$ cat config.mk
export PLATFORM = sky130hd
export DESIGN_NAME = decode_flow_ctl
export DESIGN_NICKNAME = d
export VERILOG_FILES = /design/src/rtl/decode_flow_ctl.sv
export SDC_FILE = /design/constraint.sdc
export NUM_CORES = 1
export LEC_CHECK = 0
export BUFFER_PORTS_ARGS = -buffer_cell sky130_fd_sc_hd__buf_2
export CORE_MARGIN = 4
export CORE_UTILIZATION = 31
export CTS_CLUSTER_DIAMETER = 150
export DETAILED_ROUTE_END_ITERATION = 12
export PLACE_DENSITY = 0.54
export SYNTH_ARGS = -nofsm -noshare
export SYNTH_HDL_FRONTEND = slang
export SYNTH_SLANG_ARGS = --single-unit
$ cat constraint.sdc
create_clock -name clk -period 2 [get_ports clk]
set_clock_uncertainty 0.05 [all_clocks]
set_input_delay 0.4 -clock clk [delete_from_list [all_inputs] [get_ports clk]]
set_output_delay 0.4 -clock clk [all_outputs]
set_load 0.02 [all_outputs]
$ cat src/rtl/decode_flow_ctl.sv
// Decode-stage sequencing: nuke flush hold, EBREAK drain/halt, single-cycle fetch redirect.
// Optional perf counters are enabled by defining DECODE_FLOW_PERF_EN.
module decode_flow_ctl #(
  parameter int FLUSH_CYCLES = 2,
  parameter int PC_W         = 64
`ifdef DECODE_FLOW_PERF_EN
  , parameter int PERF_W     = 32
`endif
) (
  input  logic              clk,
  input  logic              reset,
  input  logic              nuke_valid_rb1,
  input  logic [PC_W-1:0]   nuke_pc_rb1,
  input  logic              ebreak_push_de0,
  input  logic              uopq_empty,
  input  logic              uopq_full,
  input  logic              resume,
  output logic              decode_en_de0,
  output logic              uopq_flush,
  output logic              redirect_valid,
  output logic [PC_W-1:0]   redirect_pc,
  output logic              halted,
`ifdef DECODE_FLOW_PERF_EN
  output logic [PERF_W-1:0] perf_flush_cycles,
  output logic [PERF_W-1:0] perf_halt_cycles,
`endif
  output logic [1:0]        state
);

  localparam int CNT_W = $clog2(FLUSH_CYCLES + 1);

  typedef enum logic [1:0] {
    ST_RUN    = 2'd0,
    ST_FLUSH  = 2'd1,
    ST_DRAIN  = 2'd2,
    ST_HALTED = 2'd3
  } state_t;

  state_t            state_r, state_nxt_s;
  logic [CNT_W-1:0]  cnt_r, cnt_nxt_s;
  logic [PC_W-1:0]   cap_pc_r, cap_pc_nxt_s;
  logic              redir_nxt_s;
  logic [PC_W-1:0]   redir_pc_nxt_s;

  // Next-state, flush counter and PC capture; a nuke overrides everything else.
  always_comb begin
    state_nxt_s    = state_r;
    cnt_nxt_s      = cnt_r;
    cap_pc_nxt_s   = cap_pc_r;
    redir_nxt_s    = 1'b0;
    redir_pc_nxt_s = redirect_pc;
    if (nuke_valid_rb1) begin
      state_nxt_s  = ST_FLUSH;
      cap_pc_nxt_s = nuke_pc_rb1;
      cnt_nxt_s    = CNT_W'(FLUSH_CYCLES - 1);
    end else begin
      case (state_r)
        ST_RUN: begin
          if (ebreak_push_de0) begin
            state_nxt_s = ST_DRAIN;
          end else begin
            state_nxt_s = ST_RUN;
          end
        end
        ST_FLUSH: begin
          if (cnt_r == {CNT_W{1'b0}}) begin
            state_nxt_s    = ST_RUN;
            redir_nxt_s    = 1'b1;
            redir_pc_nxt_s = cap_pc_r;
          end else begin
            cnt_nxt_s = cnt_r - CNT_W'(1);
          end
        end
        ST_DRAIN: begin
          if (uopq_empty) begin
            state_nxt_s = ST_HALTED;
          end else begin
            state_nxt_s = ST_DRAIN;
          end
        end
        ST_HALTED: begin
          // Leaving a debug halt restarts in place, so no redirect is raised here.
          if (resume) begin
            state_nxt_s = ST_RUN;
          end else begin
            state_nxt_s = ST_HALTED;
          end
        end
        default: state_nxt_s = ST_RUN;
      endcase
    end
  end

  // State, counter, captured PC and registered redirect.
  always_ff @(posedge clk) begin
    if (reset) begin
      state_r        <= ST_RUN;
      cnt_r          <= {CNT_W{1'b0}};
      cap_pc_r       <= {PC_W{1'b0}};
      redirect_valid <= 1'b0;
      redirect_pc    <= {PC_W{1'b0}};
    end else begin
      state_r        <= state_nxt_s;
      cnt_r          <= cnt_nxt_s;
      cap_pc_r       <= cap_pc_nxt_s;
      redirect_valid <= redir_nxt_s;
      redirect_pc    <= redir_pc_nxt_s;
    end
  end

  assign decode_en_de0 = (state_r == ST_RUN) & ~nuke_valid_rb1 & ~uopq_full & ~reset;
  assign uopq_flush    = nuke_valid_rb1 | (state_r == ST_FLUSH) | reset;
  assign halted        = (state_r == ST_HALTED);
  assign state         = state_r;

`ifdef DECODE_FLOW_PERF_EN
  // Saturating occupancy counters for flush and drain/halt residency.
  always_ff @(posedge clk) begin
    if (reset) begin
      perf_flush_cycles <= {PERF_W{1'b0}};
      perf_halt_cycles  <= {PERF_W{1'b0}};
    end else begin
      if ((state_r == ST_FLUSH) && (perf_flush_cycles != {PERF_W{1'b1}})) begin
        perf_flush_cycles <= perf_flush_cycles + PERF_W'(1);
      end
      if (((state_r == ST_DRAIN) || (state_r == ST_HALTED)) &&
          (perf_halt_cycles != {PERF_W{1'b1}})) begin
        perf_halt_cycles <= perf_halt_cycles + PERF_W'(1);
      end
    end
  end
`endif

endmodule

==> impl_metrics.json, run 1 <==
{
  "final_cell_mix": "138 x buf_2, 132 x dfxtp_1, 129 x nand2_1",
  "post_cts_buffers": 0,
  "ir_worst_vdd_v": 0.000502,
  "die_y_um": 131,
  "whs_ns": 0.175,
  "worstSkewPairLatency_ns": 0.41,
  "cts_hold_repair.buffers": 0,
  "critPathRequiredTime_ns": 1.55,
  "start_util_pct": 32.1,
  "cts_buffer_depth": 2,
  "synth.cell_area_sq_um": 4710,
  "worst_slew_pin_slew_ns": 0.556,
  "finalSetupViolations": 0,
  "routed_wl_mm": 11.7,
  "cpPeakStageDelay_ns": 0.43,
  "crit_chain": "nor4_1 > buf_2",
  "clk_pin_slew_ns": 0.06,
  "finalSetupTns_ns": 0,
  "drc": 0,
  "outcome": "finished clean",
  "cts_inserted_buffers": 17,
  "antenna_found_initial": 0,
  "max-cap-violations": 0,
  "die-area_sq_um": 17200,
  "period_needed_ns": 1.82,
  "hp-class": "primary input to register",
  "dp_hpwl_mm": 7.65,
  "grt_pass1_wl_mm": 19.3,
  "postPlaceCellArea_sq_um": 5540,
  "num_antenna_cells": 0,
  "vias_per_cell": 4.56,
  "p_per_area_nw_per_um2": 1090,
  "regArea_sq_um": 2660,
  "final_core_util_pct": 42.3,
  "io_pins": 141,
  "synthCells": 515,
  "cts_sinks": 133,
  "io_buffers": 140,
  "path_delay_family": "flip-flops",
  "stdcell_area_sq_um": 6220,
  "path_max_fanout": 11,
  "cp_data_arrival_time_ns": 1.37,
  "htreeDepth": 4,
  "path_buf_inv": 1,
  "fmax_mhz": 551,
  "antenna_left": 0,
  "drive_above_1_share_pct": 27.8,
  "hold_violations": 0,
  "syn_area_per_cell_sq_um": 9.15,
  "critPathCaptureType": "output port",
  "synth-warning-count": 0,
  "grt_overflow": 0,
  "netlist-cell-type-count": 23,
  "grt_pass1_vias": 3821,
  "rows": 44,
  "die_w_um": 131,
  "gr-usage-all-layers_pct": 13.7,
  "ys_ff_latch": 133,
  "vias": 3828,
  "synth_nets": 587,
  "cts.root.buffer_cell": "clkbuf_16",
  "grt_max_degree": 132,
  "p_leak_nw": 2.80,
  "firstDrtPassIters": 4,
  "cts_tree": "built",
  "final_common_cell": "buf_2",
  "drt_iter0_drc": 139,
  "cpMaxStageDelayCell": "dfxtp_1",
  "slew_headroom_pct": 62.9,
  "slew_viol_final": 0,
  "fill_cells": 1444,
  "critPathKind": "register to output port",
  "multi_input_area_sq_um": 1840,
  "wire_per_inst_um": 14.0,
  "rsz0062_at_grt": "no",
  "design.core.area_sq_um": 14700,
  "nets": 715,
  "gp_congestion": 0.753,
  "ys_seq_area_share_pct": 56.5,
  "critPathLaunchType": "register",
  "min_period_over_period_pct": 90.8,
  "cts_resized": 0,
  "syn_to_final_growth_pct": 32.0
}
synth_stat cells:
library cell  instances  share of area (%)
xnor2_1               1               0.19
nor4_1                1               0.13
clkbuf_1             16                1.3
nand4bb_1             1               0.24
and4bb_2              1               0.27
o21bai_1              1               0.16
ha_1                  1               0.27
inv_1                 4               0.32
a31oi_1               1               0.13
nor2_1               66                5.3
and2_1                1               0.13
buf_4                 8                1.3
nor3b_1               1               0.16
nand2b_1              1               0.13
buf_2                10                1.1
nand2_1             129                 10
a21oi_1              67                7.1
a211oi_1              1               0.16
o21ai_0               1               0.11
dfxtp_1             133                 56
buf_6                 4               0.96
mux2i_1              65                 14
or2_2                 1               0.13
flip-flops by register name, indices dropped and copies added (netlist names):
register,cells
cap_pc_r,64
redirect_valid,1
redirect_pc,64
state,2
cnt_r,2
kinds of logic (layout without fill, tap and decap cells):
kind of cell	count (synthesis)	count (layout)	share of synthesized area, %
AO/OA/AOI/OAI	71	71	7.67
XOR/XNOR	1	1	0.186
adder cells (fa/ha/maj)	1	1	0.265
buffers and inverters	42	182	4.88
flip-flops	133	133	56.5
multiplexers	65	65	13.8
AND/OR/NAND/NOR	202	202	16.7
worst paths after layout:
check | startpoint | to | slack, ns | cells past startpoint
setup / recovery | state[1] | decode_en_de0 | 0.18 | 2
hold / removal | nuke_pc_rb1[58] | cap_pc_r[58] | 0.17 | 3
setup reg to reg | cnt_r[0] | redirect_pc[50] | 0.46 | 6
hold reg to reg | cap_pc_r[63] | redirect_pc[63] | 0.40 | 2
power breakdown:
part / switching, W / total, W / internal, W / leakage, nW
Combinational: 0.000244 / 0.000429 / 0.000185 / 1.39
Sequential: 0.0000544 / 0.00281 / 0.00275 / 1.09
Clock: 0.00113 / 0.00353 / 0.00240 / 0.325
Total: 0.00143 / 0.00677 / 0.00534 / 2.80
cell type report:
type                    instances  share of cell area (%)
clock buffers                  19                    7.28
clock inverters                12                    3.64
inverters                       4                   0.241
multi-input cells             340                    29.5
flip-flops and latches        133                    42.8
well taps                     184                    3.70
repair buffers                147                    12.8
layer usage:
layer | vias to the layer above | track usage (%) | part of all wire [%]
met4 | 0 | 5.72 | 1.6
met2 | 108 | 21.7 | 46
met5 | - | 0 | 0
li1 | 1937 | - | -
met3 | 16 | 6.23 | 8.6
met1 | 1767 | 16.2 | 43
metrics by stage:
stage | total power [W] | instances | worst slack [ns]
floorplan | 0.00314 | 515 | 0.0792
global placement | 0.00329 | 808 | 0.278
detailed placement | 0.00330 | 808 | 0.295
CTS | 0.00687 | 839 | 0.0672
global route | 0.00705 | 839 | 0.0979
finish | 0.00677 | 839 | 0.185
worst register-to-register path: stages (launching register included):
cell	delay, ns
dfxtp_1	0.32
inv_1	0.05
ha_1	0.24
and4bb_2	0.30
buf_12	0.27
nand2_1	0.09
a21oi_1	0.14
Note: power is estimated with default switching activity, not from simulation.
==> run 2, diff against run 1 <==
BUFFER_PORTS_ARGS = -buffer_cell sky130_fd_sc_hd__buf_4   (was -buffer_cell sky130_fd_sc_hd__buf_2)
CORE_UTILIZATION = 55   (was 31)
PLACE_DENSITY = 0.88   (was 0.54)
==> run 2 against run 1 <==
Combinational power rose by 13%. Worst hold slack got worse by 0.083 ns. Highest routed layer unchanged. Worst setup slack got worse by 0.073 ns. Via count rose by 1.5%. Die area fell by 41%.
==> impl_metrics.json, run 2 (synthesis results as in run 1) <==
{
  "outcome": "finished clean",
  "gr-usage-all-layers_pct": 23.1,
  "path_buf_inv": 2,
  "r2r-start": "cnt_r[0]",
  "die_w_um": 101,
  "holdPathStages": 3,
  "r2r_slack_ns": 0.25,
  "grt_max_degree": 132,
  "slew_viol_final": 0,
  "vias": 3885,
  "crit_chain": "inv_1 > o21bai_1 > buf_4",
  "wire_per_inst_um": 15.0,
  "cts_inserted_buffers": 17,
  "cts.root.buffer_cell": "clkbuf_8",
  "routed_wl_mm": 11.4,
  "worst_slew_pin_slew_ns": 0.581,
  "r2r-end": "redirect_pc[35]",
  "path_max_fanout": 8,
  "whs_ns": 0.0923,
  "cts_hold_repair.buffers": 0,
  "cts_sinks": 133,
  "vias_per_cell": 5.10,
  "finalSetupViolations": 0,
  "post_cts_buffers": 0,
  "nets": 716,
  "grt_overflow": 0,
  "drc": 0,
  "critPathRequiredTime_ns": 1.55,
  "firstDrtPassIters": 4,
  "design.core.area_sq_um": 8260,
  "critPathKind": "register to output port",
  "final_core_util_pct": 77.2,
  "period_needed_ns": 1.89,
  "io_buffers": 140,
  "finalSetupTns_ns": 0,
  "num_antenna_cells": 0,
  "antenna_left": 0,
  "cts_buffer_depth": 2,
  "min-delay-start": "nuke_pc_rb1[6]",
  "cts_resized": 0,
  "rows": 33,
  "hp-class": "primary input to register",
  "clk_pin_slew_ns": 0.06,
  "slew_headroom_pct": 61.3,
  "final_cell_mix": "145 x buf_4, 133 x dfxtp_1, 129 x nand2_1",
  "critPathCaptureType": "output port",
  "max-cap-violations": 0,
  "drive_above_1_share_pct": 27.9,
  "grt_pass1_vias": 4072,
  "fmax_mhz": 530,
  "fill_cells": 549,
  "die_y_um": 101,
  "p_per_area_nw_per_um2": 977,
  "worstSkewPairLatency_ns": 0.50,
  "grt_pass1_wl_mm": 18.7,
  "die-area_sq_um": 10100,
  "hold_violations": 0,
  "antenna_found_initial": 0,
  "path_delay_family": "flip-flops",
  "min_period_over_period_pct": 94.4,
  "start_util_pct": 57.1,
  "regArea_sq_um": 2660,
  "gp_congestion": 0.766,
  "dp_hpwl_mm": 7.65,
  "finalPower_w": 0.00622,
  "cpPeakStageDelay_ns": 0.50,
  "ir_worst_vdd_v": 0.000724,
  "io_pins": 141,
  "whs_endpoint": "cap_pc_r[6]",
  "syn_to_final_growth_pct": 35.1,
  "critPathLaunchType": "register",
  "cp_data_arrival_time_ns": 1.44,
  "top_regs": "cap_pc_r (64), redirect_pc (64)",
  "rsz0062_at_grt": "no",
  "rr_worst_depth": 6,
  "htreeDepth": 4,
  "p_leak_nw": 2.80,
  "cpMaxStageDelayCell": "dfxtp_1",
  "multi_input_area_sq_um": 1840,
  "drt_iter0_drc": 103,
  "final_common_cell": "buf_4",
  "cts_tree": "built"
}
## run 2: cell types whose count changed in the layout (fill, tap and decap cells not counted), sizes merged
cell and change:
clkinv -1, inv +3, clkinvlp +3, bufinv -5, clkbuf +1, buf +1
## run 2: metal layers
metal  share of wire, %  GRT usage [%]
met1                 40           27.4
met2                 52           40.1
met3                7.3           6.44
met4               0.90           7.77
met5                  0              0
## run 2: final cells by class
cell class	instances	share of cell area (%)
Sequential cell	133	41.8
Multi-Input combinational cell	340	28.8
Timing Repair Buffer	148	18.0
Clock buffer	20	7.15
Tap cell	105	2.06
Clock inverter	12	1.89
Inverter	4	0.236
## run 2: worst register-to-register path, cell delays in order, from the launching register on
cell,delay (ns)
dfxtp_1,0.32
inv_1,0.06
ha_1,0.26
and4bb_2,0.51
buf_12,0.23
nand2_1,0.09
a21oi_1,0.15
## run 2: where the power goes
group	switching [W]	leakage, nW	total [W]	internal, W
sequential	0.0000587	1.09	0.00281	0.00275
clock	0.00116	0.267	0.00293	0.00177
combinational	0.000248	1.44	0.000483	0.000235
## run 2: per-stage QoR
stage,cells,area [sq um],setup WS [ns]
global route,762,6370,0.000487
detailed placement,730,5800,0.219
finish,762,6370,0.112
CTS,762,6370,0.0841
floorplan,515,4710,0.0792
global placement,730,5800,0.284
## run 2: worst max path at each step
stage | start | endpoint | slack [ns] | cells past startpoint
floorplan | nuke_valid_rb1 | decode_en_de0 | 0.08 | 3
global placement | nuke_valid_rb1 | redirect_pc[19] | 0.28 | 6
detailed placement | nuke_valid_rb1 | redirect_pc[27] | 0.22 | 6
CTS | state[0] | uopq_flush | 0.08 | 3
global route | state[0] | uopq_flush | 0.0005 | 3
finish | state[0] | uopq_flush | 0.11 | 3
==> run 3, diff against run 2 <==
CELL_PAD_IN_SITES_DETAIL_PLACEMENT = 2   (was not set)
CELL_PAD_IN_SITES_GLOBAL_PLACEMENT = 2   (was not set)
CORE_UTILIZATION = 32   (was 55)
PLACE_DENSITY = 0.87   (was 0.88)
==> run 3 against run 2 <==
Non-clock buffer count is 2 lower. Sequential cell count unchanged. Via count up 3.5%. Combinational power is 3% higher. Die area grew 65%. Global-route usage fell by 4.8 points. Sequential share of layout area decreased by 0.33 points. Clock-buffer cell count is 6 higher. Design area up 0.79%. Register-to-register slack gained 0.09 ns. Critical path type unchanged. Largest cell class unchanged.
==> impl_metrics.json, run 3 (synthesis results as in run 1) <==
{
  "rsz0062_at_grt": "no",
  "die-area_sq_um": 16700,
  "critPathKind": "register to output port",
  "p_per_area_nw_per_um2": 955,
  "grt_pass1_wl_mm": 23.6,
  "rr_worst_depth": 6,
  "cts_buffer_depth": 2,
  "drc": 0,
  "cts_resized": 0,
  "period_needed_ns": 1.85,
  "io_pins": 141,
  "antenna_left": 0,
  "cts_sinks": 133,
  "io_buffers": 140,
  "syn_to_final_growth_pct": 36.2,
  "num_antenna_cells": 0,
  "critPathLaunchType": "register",
  "whs_endpoint": "cap_pc_r[9]",
  "cpMaxStageDelayCell": "dfxtp_1",
  "worst_slew_pin_slew_ns": 0.605,
  "cts_hold_repair.buffers": 0,
  "grt_max_degree": 132,
  "top_layer": "met4",
  "antenna_found_initial": 0,
  "min-delay-start": "nuke_pc_rb1[9]",
  "r2r_slack_ns": 0.34,
  "cts.root.buffer_cell": "clkbuf_16",
  "cpPeakStageDelay_ns": 0.51,
  "critPathRequiredTime_ns": 1.55,
  "ir_worst_vdd_v": 0.000513,
  "crit_chain": "inv_1 > o21bai_1 > buf_4",
  "dp_hpwl_mm": 10.0,
  "m1WireLength_mm": 5.60,
  "slew_headroom_pct": 59.7,
  "firstDrtPassIters": 4,
  "outcome": "finished clean",
  "hold_violations": 0,
  "die_w_um": 129,
  "finalSetupViolations": 0,
  "wire_per_inst_um": 17.5,
  "holdPathStages": 3,
  "die_y_um": 129,
  "max-cap-violations": 0,
  "final_common_cell": "buf_4",
  "worstSetupStartpoint": "state[0]",
  "post_cts_buffers": 0,
  "gp_congestion": 0.699,
  "worstSkewPairLatency_ns": 0.41,
  "hp-class": "primary input to register",
  "cts_tree": "built",
  "path_max_fanout": 8,
  "drive_above_1_share_pct": 26.5,
  "rows": 44,
  "p_leak_nw": 2.79,
  "routed_wl_mm": 14.7,
  "dr_wl_met2_mm": 7.94,
  "start_util_pct": 32.6,
  "nets": 714,
  "cp_data_arrival_time_ns": 1.40,
  "gr-usage-all-layers_pct": 18.3,
  "vias_per_cell": 4.80,
  "cts_inserted_buffers": 17,
  "r2r-end": "redirect_pc[53]",
  "place_ws_ns": 0.278,
  "grt_pass1_vias": 4585,
  "vias": 4021,
  "grt_overflow": 0,
  "final_cell_mix": "142 x buf_4, 133 x dfxtp_1, 129 x nand2_1",
  "critPathCaptureType": "output port",
  "min_period_over_period_pct": 92.5,
  "slew_viol_final": 0,
  "finalSetupTns_ns": 0,
  "drt_iter0_drc": 105,
  "finalWorstSetupSlack_ns": 0.151,
  "clk_pin_slew_ns": 0.05,
  "top_regs": "cap_pc_r (64), redirect_pc (64)",
  "design.core.area_sq_um": 14500,
  "r2r-start": "cnt_r[0]",
  "wl_met3_um": 843,
  "fmax_mhz": 541,
  "htreeDepth": 4
}
[run 3: area by class of cell]
| cell class | count | area [sq um] |
|---|---|---|
| inverters | 4 | 15.0 |
| repair buffers | 146 | 1150 |
| fillers | 1594 | 8060 |
| flip-flops and latches | 133 | 2660 |
| well taps | 184 | 230 |
| clock inverters | 5 | 50.0 |
| multi-input cells | 340 | 1840 |
| clock buffers | 26 | 479 |
[run 3: worst max path at each step]
stage,end,slack (ns),cells after the start
floorplan,decode_en_de0,0.08,3
global placement,decode_en_de0,0.24,4
detailed placement,decode_en_de0,0.28,4
CTS,uopq_flush,0.10,3
global route,uopq_flush,0.03,3
finish,uopq_flush,0.15,3
[run 3: metrics by stage]
stage | area (sq um) | cells | utilization, % | hold slack, ns | total power (W)
2_1_floorplan | 4710 | 515 | - | 0.381 | 0.00314
3_3_place_gp | 5890 | 807 | 40.7 | 0.383 | 0.00334
3_5_place_dp | 5890 | 807 | 40.7 | 0.400 | 0.00338
4_1_cts | 6420 | 838 | 44.3 | 0.162 | 0.00623
5_1_grt | 6420 | 838 | 44.3 | 0.161 | 0.00641
6_report | 6420 | 838 | 44.3 | 0.182 | 0.00613
[run 3: worst max-delay path: cells and delay by family (launching register included)]
kind	cells	cell delay, ns
AO/OA/AOI/OAI	1	0.17
flip-flops	1	0.51
buffers and inverters	2	0.31
[run 3: layer usage]
metal	GRT usage (%)	up-vias
met3	5.61	23
met1	19.1	1980
met4	6.98	0
li1	-	1928
met5	0	-
met2	34.1	90
[run 3: where the power goes]
group	total (W)	internal, W	switching [W]
Clock	0.00282	0.00176	0.00106
Combinational	0.000497	0.000235	0.000262
Sequential	0.00281	0.00275	0.0000603
Total	0.00613	0.00475	0.00139
